$ cat src/rtl/mul_share_arbiter.sv
// Round-robin arbiter wrapped around one iterative shift-add multiplier.
// Requesters raise req and hold it until their done pulse. One requester is
// granted from IDLE, its operands are captured on the grant edge, and exactly
// WIDTH add/shift iterations run before a one-cycle done pulse returns the low
// WIDTH bits of the product.
module mul_share_arbiter #(
  parameter int N_REQ = 4,
  parameter int WIDTH = 64,
  parameter int ID_W  = 2
) (
  input  logic                   clk,
  input  logic                   rst,
  input  logic [N_REQ-1:0]       req,
  input  logic [N_REQ*WIDTH-1:0] a_in,
  input  logic [N_REQ*WIDTH-1:0] b_in,
  output logic [N_REQ-1:0]       gnt,
  output logic [N_REQ-1:0]       done,
  output logic [WIDTH-1:0]       result,
  output logic [ID_W-1:0]        owner,
  output logic                   busy
);

  localparam int CNT_W = $clog2(WIDTH + 1);

  typedef enum logic [1:0] {IDLE, RUN, DONE} state_t;

  state_t            state;
  state_t            state_nxt;
  logic [ID_W-1:0]   rr_ptr;
  logic [N_REQ-1:0]  pick;
  logic [ID_W-1:0]   pick_idx;
  logic [WIDTH-1:0]  sel_a;
  logic [WIDTH-1:0]  sel_b;
  logic [WIDTH-1:0]  acc;
  logic [WIDTH-1:0]  mcand;
  logic [WIDTH-1:0]  mplier;
  logic [WIDTH-1:0]  acc_sum;
  logic [CNT_W-1:0]  cnt;
  logic              last_iter;

  // First set request found searching ptr+1, ptr+2, ... with wrap-around.
  function automatic logic [N_REQ-1:0] rr_pick(input logic [N_REQ-1:0] r,
                                               input logic [ID_W-1:0]  ptr);
    logic [N_REQ-1:0] g;
    int               idx;
    g = '0;
    for (int k = 1; k <= N_REQ; k++) begin
      idx = (int'(ptr) + k) % N_REQ;
      if ((g == '0) && r[ID_W'(idx)]) g[ID_W'(idx)] = 1'b1;
    end
    return g;
  endfunction

  // Index of the single set bit of a one-hot vector (0 when empty).
  function automatic logic [ID_W-1:0] onehot_idx(input logic [N_REQ-1:0] g);
    logic [ID_W-1:0] ix;
    ix = '0;
    for (int i = 0; i < N_REQ; i++) begin
      if (g[ID_W'(i)]) ix = ID_W'(i);
    end
    return ix;
  endfunction

  // Arbitration only happens in IDLE; reset also forces the grant low.
  assign pick     = ((state == IDLE) && !rst) ? rr_pick(req, rr_ptr) : '0;
  assign pick_idx = onehot_idx(pick);

  // Route the granted requester's operands to the capture registers.
  always_comb begin
    sel_a = '0;
    sel_b = '0;
    for (int i = 0; i < N_REQ; i++) begin
      if (pick[ID_W'(i)]) begin
        sel_a = a_in[i*WIDTH +: WIDTH];
        sel_b = b_in[i*WIDTH +: WIDTH];
      end
    end
  end

  // One shift-add step; wraps modulo 2^WIDTH so high product bits fall away.
  assign acc_sum   = mplier[0] ? (acc + mcand) : acc;
  assign last_iter = (cnt == CNT_W'(WIDTH - 1));

  // State register.
  always_ff @(posedge clk or posedge rst) begin
    if (rst) state <= IDLE;
    else     state <= state_nxt;
  end

  // Next-state logic: fixed WIDTH-cycle RUN, no early exit on a zero multiplier.
  always_comb begin
    state_nxt = state;
    unique case (state)
      IDLE:    if (pick != '0) state_nxt = RUN;
      RUN:     if (last_iter)  state_nxt = DONE;
      DONE:    state_nxt = IDLE;
      default: state_nxt = IDLE;
    endcase
  end

  // Output decode: grant in IDLE, done to the owner in DONE, busy otherwise.
  always_comb begin
    gnt  = '0;
    done = '0;
    busy = 1'b0;
    unique case (state)
      IDLE: gnt = pick;
      RUN:  busy = 1'b1;
      DONE: begin
        busy        = 1'b1;
        done[owner] = 1'b1;
      end
      default: ;
    endcase
  end

  // Operand capture, iteration datapath, result, owner and round-robin pointer.
  always_ff @(posedge clk or posedge rst) begin
    if (rst) begin
      acc    <= '0;
      mcand  <= '0;
      mplier <= '0;
      cnt    <= '0;
      result <= '0;
      owner  <= '0;
      rr_ptr <= ID_W'(N_REQ - 1);
    end else begin
      unique case (state)
        IDLE: begin
          if (pick != '0) begin
            mcand  <= sel_a;
            mplier <= sel_b;
            acc    <= '0;
            cnt    <= '0;
            owner  <= pick_idx;
          end
        end
        RUN: begin
          acc    <= acc_sum;
          mcand  <= {mcand[WIDTH-2:0], 1'b0};
          mplier <= {1'b0, mplier[WIDTH-1:1]};
          cnt    <= cnt + CNT_W'(1);
          if (last_iter) result <= acc_sum;
        end
        DONE: rr_ptr <= owner;
        default: ;
      endcase
    end
  end

endmodule

$ cat config.mk
export PLATFORM = sky130hd
export DESIGN_NAME = mul_share_arbiter
export DESIGN_NICKNAME = d
export VERILOG_FILES = /design/src/rtl/mul_share_arbiter.sv
export SDC_FILE = /design/constraint.sdc
export NUM_CORES = 1
export LEC_CHECK = 0
export CAP_MARGIN = 20
export CORE_AREA = 2 2 231 233
export DETAILED_ROUTE_END_ITERATION = 7
export DIE_AREA = 0 0 233 235
export GPL_ROUTABILITY_DRIVEN = 1
export GPL_TIMING_DRIVEN = 0
export PLACE_DENSITY = 0.59
export SETUP_SLACK_MARGIN = 0.4
export SLEW_MARGIN = 20
export SYNTH_ARGS = -nofsm -noshare
export SYNTH_HDL_FRONTEND = slang
export SYNTH_SLANG_ARGS = --single-unit
$ cat constraint.sdc
create_clock -name clk -period 12.67 [get_ports clk]
set_input_delay 1.267 -clock clk [delete_from_list [all_inputs] [get_ports clk]]
set_output_delay 1.267 -clock clk [all_outputs]
set_load 0.02 [all_outputs]
# After elaboration in Yosys (flattened, before gate mapping)
# Index checks and enable logic that the tools add are counted.
dict set report totals {
  word_cells 100
  regBits 269
}
dict set report op_classes {
  muxes 47
  add_sub_neg 6
  n_reduce_logical 21
  order_cmp 10
  bitwise 3
  eq_ne 5
}
# cell count
set op_table {}
lappend op_table {{$mux 64} 8}
lappend op_table {{$pmux 64 s2} 3}
lappend op_table {{$add 64x64->64} 1}
lappend op_table {{$mux 4} 7}
lappend op_table {{$lt 2x4->1 const B} 4}
lappend op_table {{$mux 1} 15}
lappend op_table {{$pmux 7 s2} 1}
lappend op_table {{$logic_not 4->1} 3}
lappend op_table {{$or 4x4->4} 3}
lappend op_table {{$demux 1 s2} 5}
lappend op_table {{$ge 2x1->1 const B} 5}
lappend op_table {{$logic_and 1x1->1} 9}
lappend op_table {{$bmux 1 s2} 4}
lappend op_table {{$reduce_and 2->1} 4}
lappend op_table {{$add 7x1->7 const B} 1}
lappend op_table {{$eq 7x6->1 const B} 1}
lappend op_table {{$mux 7} 1}
lappend op_table {{$add 2x1->2 const B} 2}
lappend op_table {{$add 2x2->2 const B} 2}
lappend op_table {{$mux 2} 2}
lappend op_table {{$pmux 2 s2} 1}
lappend op_table {{$reduce_bool 4->1} 1}
lappend op_table {{$lt 2x3->1 const B} 1}
lappend op_table {{$eq 2x1->1 const B} 1}
lappend op_table {{7 further kinds} 7}

# Depth between registers and ports, before layout
# Gate-level depths: netlist of the first run.
dict set report depth {
  word_depth 20
  depth_mapped 18
}

# Worst setup path before layout of the first run
# No wires, ideal clock.
dict set report synth_timing {
  kind {input port to output port}
  startpoint {input rst}
  endpoint {output gnt[1]}
  setup_slack_ns 2.798
  t_required_ns 11.403
  cell_stages 4
  t_arrival_ns 8.605
  path_buffers 1
  path_cell_list {inv_1 > nand2_1 > a21oi_1 > clkbuf_1}
}
dict set report synth_via {
  elab_chain_len 4
}
# element line
set synth_lines {}
lappend synth_lines {{from (decl)} 12} ;# input logic rst,
lappend synth_lines {{$logic_not 1->1 (no line)} -}
lappend synth_lines {{$logic_and 1x1->1} 65} ;# assign pick = ((state == IDLE) && !rst) ? rr_pick(req, rr_ptr) : '0;
lappend synth_lines {{$mux 4} 65}
lappend synth_lines {{$mux 4} 106} ;# unique case (state)
lappend synth_lines {{to (decl)} 16} ;# output logic [N_REQ-1:0] gnt,
# No other way between the ends.

# Worst setup path in the final report of the first run
dict set report layout_timing {
  startpoint {input req[1]}
  endpoint {output gnt[1]}
}
dict set report layout_via {
  elab_chain_len 15
  word_cells_on_any_way 27
}
# element line
set layout_lines {}
lappend layout_lines {{from (decl)} 13} ;# input logic [N_REQ-1:0] req,
lappend layout_lines {{$bmux 1 s2} 49} ;# if ((g == '0) && r[ID_W'(idx)]) g[ID_W'(idx)] = 1'b1;
lappend layout_lines {{$mux 1 (implied by the code) (2 in series)} 49}
lappend layout_lines {{$mux 4} 49}
lappend layout_lines {{$logic_not 4->1} 49}
lappend layout_lines {{$logic_and 1x1->1} 49}
lappend layout_lines {{$mux 4} 49}
lappend layout_lines {{$logic_not 4->1} 49}
lappend layout_lines {{$logic_and 1x1->1} 49}
lappend layout_lines {{$mux 4} 49}
lappend layout_lines {{$logic_not 4->1} 49}
lappend layout_lines {{$logic_and 1x1->1} 49}
lappend layout_lines {{$mux 4 (*)} 49}
lappend layout_lines {{$mux 4 (*)} 65}
lappend layout_lines {{$mux 4 (*)} 106}
# Mark *: on every way between the ends. The rest lies on a longest branch, timed or not. The select of a mux whose other input is x is not followed.

==> results of run 1 <==
-- worst max-delay path by stage --
stage | from | end
2_1_floorplan | rst | gnt[1]
3_3_place_gp | rst | gnt[1]
3_5_place_dp | req[1] | gnt[1]
4_1_cts | rr_ptr[0]$_DFFE_PP1N_ | gnt[1]
5_1_grt | rr_ptr[0]$_DFFE_PP1N_ | gnt[1]
6_report | req[1] | gnt[1]
-- state kept, by name, indices dropped and copies added (netlist names) --
| name | flops |
|---|---|
| result | 64 |
| owner | 1 |
| acc | 64 |
| state | 2 |
| cnt | 7 |
| rr_ptr | 2 |
| mplier | 64 |
| mcand | 64 |
-- cells in the mapped netlist (8+ instances only) --
library cell / instances / share of area (%)
a22o_1: 35 / 1.8
buf_1: 10 / 0.23
xor2_1: 22 / 1.2
nand2_1: 280 / 6.3
o21ai_1: 113 / 3.4
o21ai_0: 273 / 8.2
o21a_1: 10 / 0.45
o211ai_1: 9 / 0.41
a21o_1: 35 / 1.6
nor3_1: 13 / 0.39
a31oi_1: 14 / 0.53
a21oi_1: 108 / 3.2
buf_2: 36 / 1.1
and3_1: 10 / 0.38
xnor2_1: 40 / 2.1
and2_1: 11 / 0.41
mux2i_1: 43 / 2.6
clkbuf_1: 91 / 2.1
nand4_1: 16 / 0.60
inv_1: 32 / 0.72
nor2_1: 58 / 1.3
ha_1: 75 / 5.6
o21bai_1: 12 / 0.54
a221o_1: 126 / 7.6
nor2b_1: 8 / 0.30
nand3_1: 13 / 0.39
dfrtp_1: 266 / 40
-- power by group through the flow --
stage	clock [mW]	sequential, mW	combinational [mW]
after floorplan	0	1.27	1.62
after global placement	0	1.34	2.25
after detailed placement	0	1.35	2.30
after CTS	0.933	1.34	2.31
after global routing	0.962	1.37	2.56
final	0.914	1.34	2.30
-- per-layer routing --
layer,part of all wire (%),vias up
li1,-,7718
met1,45,7943
met2,46,446
met3,6.9,64
met4,2.0,0
met5,0,-
-- cell families (layout without fill, tap and decap cells) --
family / Yosys count / after routing / share of synthesized area [%]
compound gates: 802 / 802 / 31.3
mux: 52 / 52 / 3.40
buf+inv: 176 / 566 / 4.49
other cells: 1 / 4 / 0.0225
fa+ha+maj: 76 / 76 / 5.76
xor+xnor: 62 / 62 / 3.26
flops: 268 / 268 / 40.3
simple gates: 438 / 438 / 11.4
-- cell type report --
| type | count | area [um^2] | area share (%) |
|---|---|---|---|
| Multi-Input combinational cell | 1433 | 9200 | 41.9 |
| Inverter | 32 | 128 | 0.581 |
| Antenna cell | 1 | 2.50 | 0.0114 |
| Sequential cell | 268 | 6710 | 30.6 |
| Clock buffer | 45 | 858 | 3.91 |
| Tap cell | 688 | 861 | 3.92 |
| Clock inverter | 9 | 151 | 0.690 |
| Buffer | 144 | 628 | 2.86 |
| Timing Repair Buffer | 336 | 3420 | 15.6 |
-- per-stage QoR --
step	setup slack [ps]	utilization (%)
6_report	6430	42.0
3_5_place_dp	6440	40.1
2_1_floorplan	2800	-
5_1_grt	6200	42.0
4_1_cts	6430	42.0
3_3_place_gp	-1630	39.9
-- worst max-delay path: stages --
cell	delay, ps
clkdlybuf4s50_1	480
mux4_2	540
a21boi_4	280
nand3_1	160
a211oi_2	330
nand2_1	150
a21oi_1	600
clkbuf_1	470
clkdlybuf4s50_1	700
==> results.cfg, run 1 <==
[clock_tree]
ctsRootBufferMaster = clkbuf_16
htree_levels = 1
worstSkewPairLatency_ps = 580
cts_resized = 0
cts_buffers = 30
holdBufCountCts = 0
numClockSinks = 268
cts_tree = built
clk_path_buf_depth = 3
cts.reportedPaths.clkPinSlew_ps = 60
post-cts-setup-buffer-count = 0

[worst_setup_path]
worstPathRequired_ps = 11400
r2r_end = acc[30]$_DFFE_PP0P_
rr_worst_depth = 16
critPathMaxFanout = 10
r2r_slack_ps = 7710
cp-start-kind = input pin
rr_startpoint = rr_ptr[0]$_DFFE_PP1N_
path_class = input pin to output port
end_kind = output port
cp.arrival_ps = 4970

[hold_path]
hold_path.class = register to register
worstHoldPathCells = 2
worstHoldEndpoint = result[22]$_DFFE_PP0P_
hp-start = result[22]$_DFFE_PP0P_

[sta]
fin_worst_skew_ps = 14.0
post-route-period-util_pct = 49.3
period_minus_slack_ps = 6240
finalSetupTns_ps = 0
slew-limit-headroom_pct = 29.7
fin_hold_ws_ps = 476
worst_pin_slew_ps = 1050
fmax_mhz = 160
setup_viol = 0
rsz0062_at_grt = false
final_max_slew_viol_count = 0
hold_viol = 0

[logic_synthesis]
synthCells = 1875
ys_async_sr_fraction_pct = 100
ys_warn_count = 0
ys_types = 72
synth-main-ff-cell = dfrtp_1
ys_seq_area_share_pct = 40.3
syn_area_mm2 = 0.0166
synth-seq-cells = 268
synth_edf_count = 0
syn-mean-instance-area_um2 = 8.87

[global_route]
grt_max_degree = 77
grt_use_met1_pct = 29.0
gr-usage-met2_pct = 35.2
grt_pass1_wl_um = 92700
overflow = 0
grt_usage_pct = 21.5
first_global_vias = 16100
top_usage_layer = met2
antenna_found_initial = 2
gr-usage-met3_pct = 5.08

[power]
p_total_mw = 4.55
powerDensity_mw_per_mm2 = 207
p_sw_share_pct = 43.8
peakVddDrop_v = 0.000107
clkPwrFrac_pct = 20.1
p_switching_mw = 1.99
comb_power_share_pct = 50.5
p_int_mw = 2.56
p_leak_nw = 9.28
seqPwrFrac_pct = 29.4

[placement]
dp_cells = 2901
postPlaceCellArea_mm2 = 0.0209
gp_congestion = 0.903
post-dp-hpwl_um = 46800
io_buffers = 333

[floorplan]
die-area_mm2 = 0.0548
fp-row-count = 84
ios = 593
core-area_mm2 = 0.0522
dieWidth_um = 233
die_h_um = 235
initial_core_util_pct = 31.8

[detailed_routing]
vias_per_cell = 5.47
drtIter0Drc = 1072
via_count = 16200
drt_wl_total_um = 60600
final_antenna_net_count = 0
wire_per_inst_um = 20.5
drc = 0
drt_first_pass_iters = 5

[layout]
drive_gt1_share_pct = 5.25
layout_commonest_cell = clkdlybuf4s50_1
design_area_mm2 = 0.0219
fin_nets = 2839
fillCellCount = 5208
stdcell_count = 2956
final_cell_mix = clkdlybuf4s50_1 (333), nand2_1 (280), o21ai_0 (273), dfrtp_1 (266), a221o_1 (126)
syn_to_final_growth_pct = 32.0

[flow_run]
cap_violations = 0

[outcome]
status = finished clean
Note: power is estimated with default switching activity, not from simulation.
==> run 2, diff against run 1 <==
==> constraint.sdc (replaced) <==
create_clock -name clk -period 6.2 [get_ports clk]
set_input_delay 0.62 -clock clk [delete_from_list [all_inputs] [get_ports clk]]
set_output_delay 0.62 -clock clk [all_outputs]
set_load 0.02 [all_outputs]
==> run 2 against run 1 <==
Sequential power rose by 100%; total power rose by 110%; utilization rose by 0.63 points; clock-buffer cell count fell by 1; non-clock buffer count rose by 7; hold slack got worse by 9.3 ps; global-route usage barely moved; wire length fell by 0.72%; via count fell by 1.3%.
==> results.cfg, run 2 (synthesis gave the netlist of run 1 again) <==
[outcome]
status = finished clean

[placement]
dp_slack_ps = 1100
dp_cells = 2908
gp_congestion = 0.911
io_buffers = 333
post-dp-hpwl_um = 47000
postPlaceCellArea_mm2 = 0.0211

[worst_setup_path]
cp-start-kind = register
critPathMaxFanout = 10
path_class = register to output port
worstPathRequired_ps = 5580
cp.arrival_ps = 4680
end_kind = output port

[clock_tree]
numClockSinks = 268
worstSkewPairLatency_ps = 580
htree_levels = 1
ctsRootBufferMaster = clkbuf_16
cts_resized = 0
post-cts-setup-buffer-count = 0
cts_buffers = 31
holdBufCountCts = 0
cts_tree = built
cts.reportedPaths.clkPinSlew_ps = 60
clk_path_buf_depth = 3

[detailed_routing]
final_antenna_net_count = 0
drt_first_pass_iters = 5
drt_wl_total_um = 60100
via_count = 16000
met1Wirelength_um = 27100
drc = 0
wire_per_inst_um = 20.3
wl_met2_um = 28000
drtIter0Drc = 1035
top_layer_used = met4
vias_per_cell = 5.39
wl_met3_um = 3960

[sta]
fin_ws_ps = 898
finalSetupTns_ps = 0
hold_viol = 0
rsz0062_at_grt = false
fin_hold_ws_ps = 467
post-route-period-util_pct = 85.5
slew-limit-headroom_pct = 23.2
period_minus_slack_ps = 5300
worst_pin_slew_ps = 1150
fmax_mhz = 189
setup_viol = 0
fin_worst_skew_ps = 14.1
final_max_slew_viol_count = 0

[global_route]
grt_usage_pct = 21.5
overflow = 0
grt_max_degree = 33
first_global_vias = 16000
grt_pass1_wl_um = 92300
antenna_found_initial = 0

[flow_run]
cap_violations = 0

[power]
p_total_mw = 9.54
p_switching_mw = 4.10
p_int_mw = 5.43
p_sw_share_pct = 43.0
peakVddDrop_v = 0.000244
comb_power_share_pct = 49.7
powerDensity_mw_per_mm2 = 428
seqPwrFrac_pct = 28.7
p_leak_nw = 9.45
clkPwrFrac_pct = 21.6

[floorplan]
fp-row-count = 84
die_h_um = 235
ios = 593
initial_core_util_pct = 31.8
core-area_mm2 = 0.0522
die-area_mm2 = 0.0548
dieWidth_um = 233

[hold_path]
hold_path.class = input pin to asynchronous set/reset pin

[layout]
final_cell_mix = clkdlybuf4s50_1 (333), nand2_1 (280), o21ai_0 (273), dfrtp_1 (266), a221o_1 (126)
syn_to_final_growth_pct = 33.9
layout_commonest_cell = clkdlybuf4s50_1
fin_nets = 2847
finish.utilization_pct = 42.6
drive_gt1_share_pct = 5.98
design_area_mm2 = 0.0223
fillCellCount = 5165
stdcell_count = 2964
antenna_cells = 0
## run 2: cell types whose count changed in the layout (fill, tap and decap cells not counted), sizes merged
cell and delta:
buf +7, diode -1, clkinv +1, bufinv +2, clkbuf -1
## run 2: power by group through the flow
stage | sequential [mW] | clock, mW | combinational, mW
floorplan | 2.59 | 0 | 3.36
global placement | 2.75 | 0 | 4.67
detailed placement | 2.76 | 0 | 4.77
CTS | 2.74 | 2.09 | 4.78
global route | 2.81 | 2.16 | 5.30
finish | 2.74 | 2.06 | 4.74
## run 2: final cells by class
cell class | count | area [um^2] | area share, %
clock buffer | 44 | 915 | 4.11
tap | 688 | 861 | 3.86
clock inverter | 12 | 220 | 0.989
timing repair buffer | 343 | 3560 | 16.0
buffer | 144 | 706 | 3.17
inverter | 32 | 124 | 0.556
multi-input combinational | 1433 | 9190 | 41.2
sequential | 268 | 6710 | 30.1
## run 2: final timing paths
path | cells past startpoint | startpoint | slack, ps | to
min in group clk | 2 | result[24]$_DFFE_PP0P_ | 480 | result[24]$_DFFE_PP0P_
setup / recovery | 12 | rr_ptr[0]$_DFFE_PP1N_ | 900 | gnt[1]
setup reg to reg | 13 | mcand[0]$_DFFE_PP0P_ | 1250 | result[56]$_DFFE_PP0P_
hold / removal | 2 | rst | 470 | mplier[12]$_DFFE_PP0P_
max in group asynchronous | 7 | rst | 4330 | acc[16]$_DFFE_PP0P_
hold reg to reg | 2 | result[24]$_DFFE_PP0P_ | 480 | result[24]$_DFFE_PP0P_
## run 2: worst max-delay path, stage by stage (launching register included)
cell and delay, ps:
dfstp_2 600, buf_6 160, inv_1 110, ha_1 320, clkbuf_1 300, o21bai_1 220
nand2b_1 200, nand3_1 120, a211oi_2 320, nand2_1 150, a21oi_1 650, clkbuf_8 330
clkdlybuf4s50_1 620
## run 2: per-layer routing
layer,vias to the layer above,global-route usage [%]
met3,61,4.24
met5,-,0
met2,427,35.7
li1,7705,-
met1,7772,29.3
met4,0,3.76
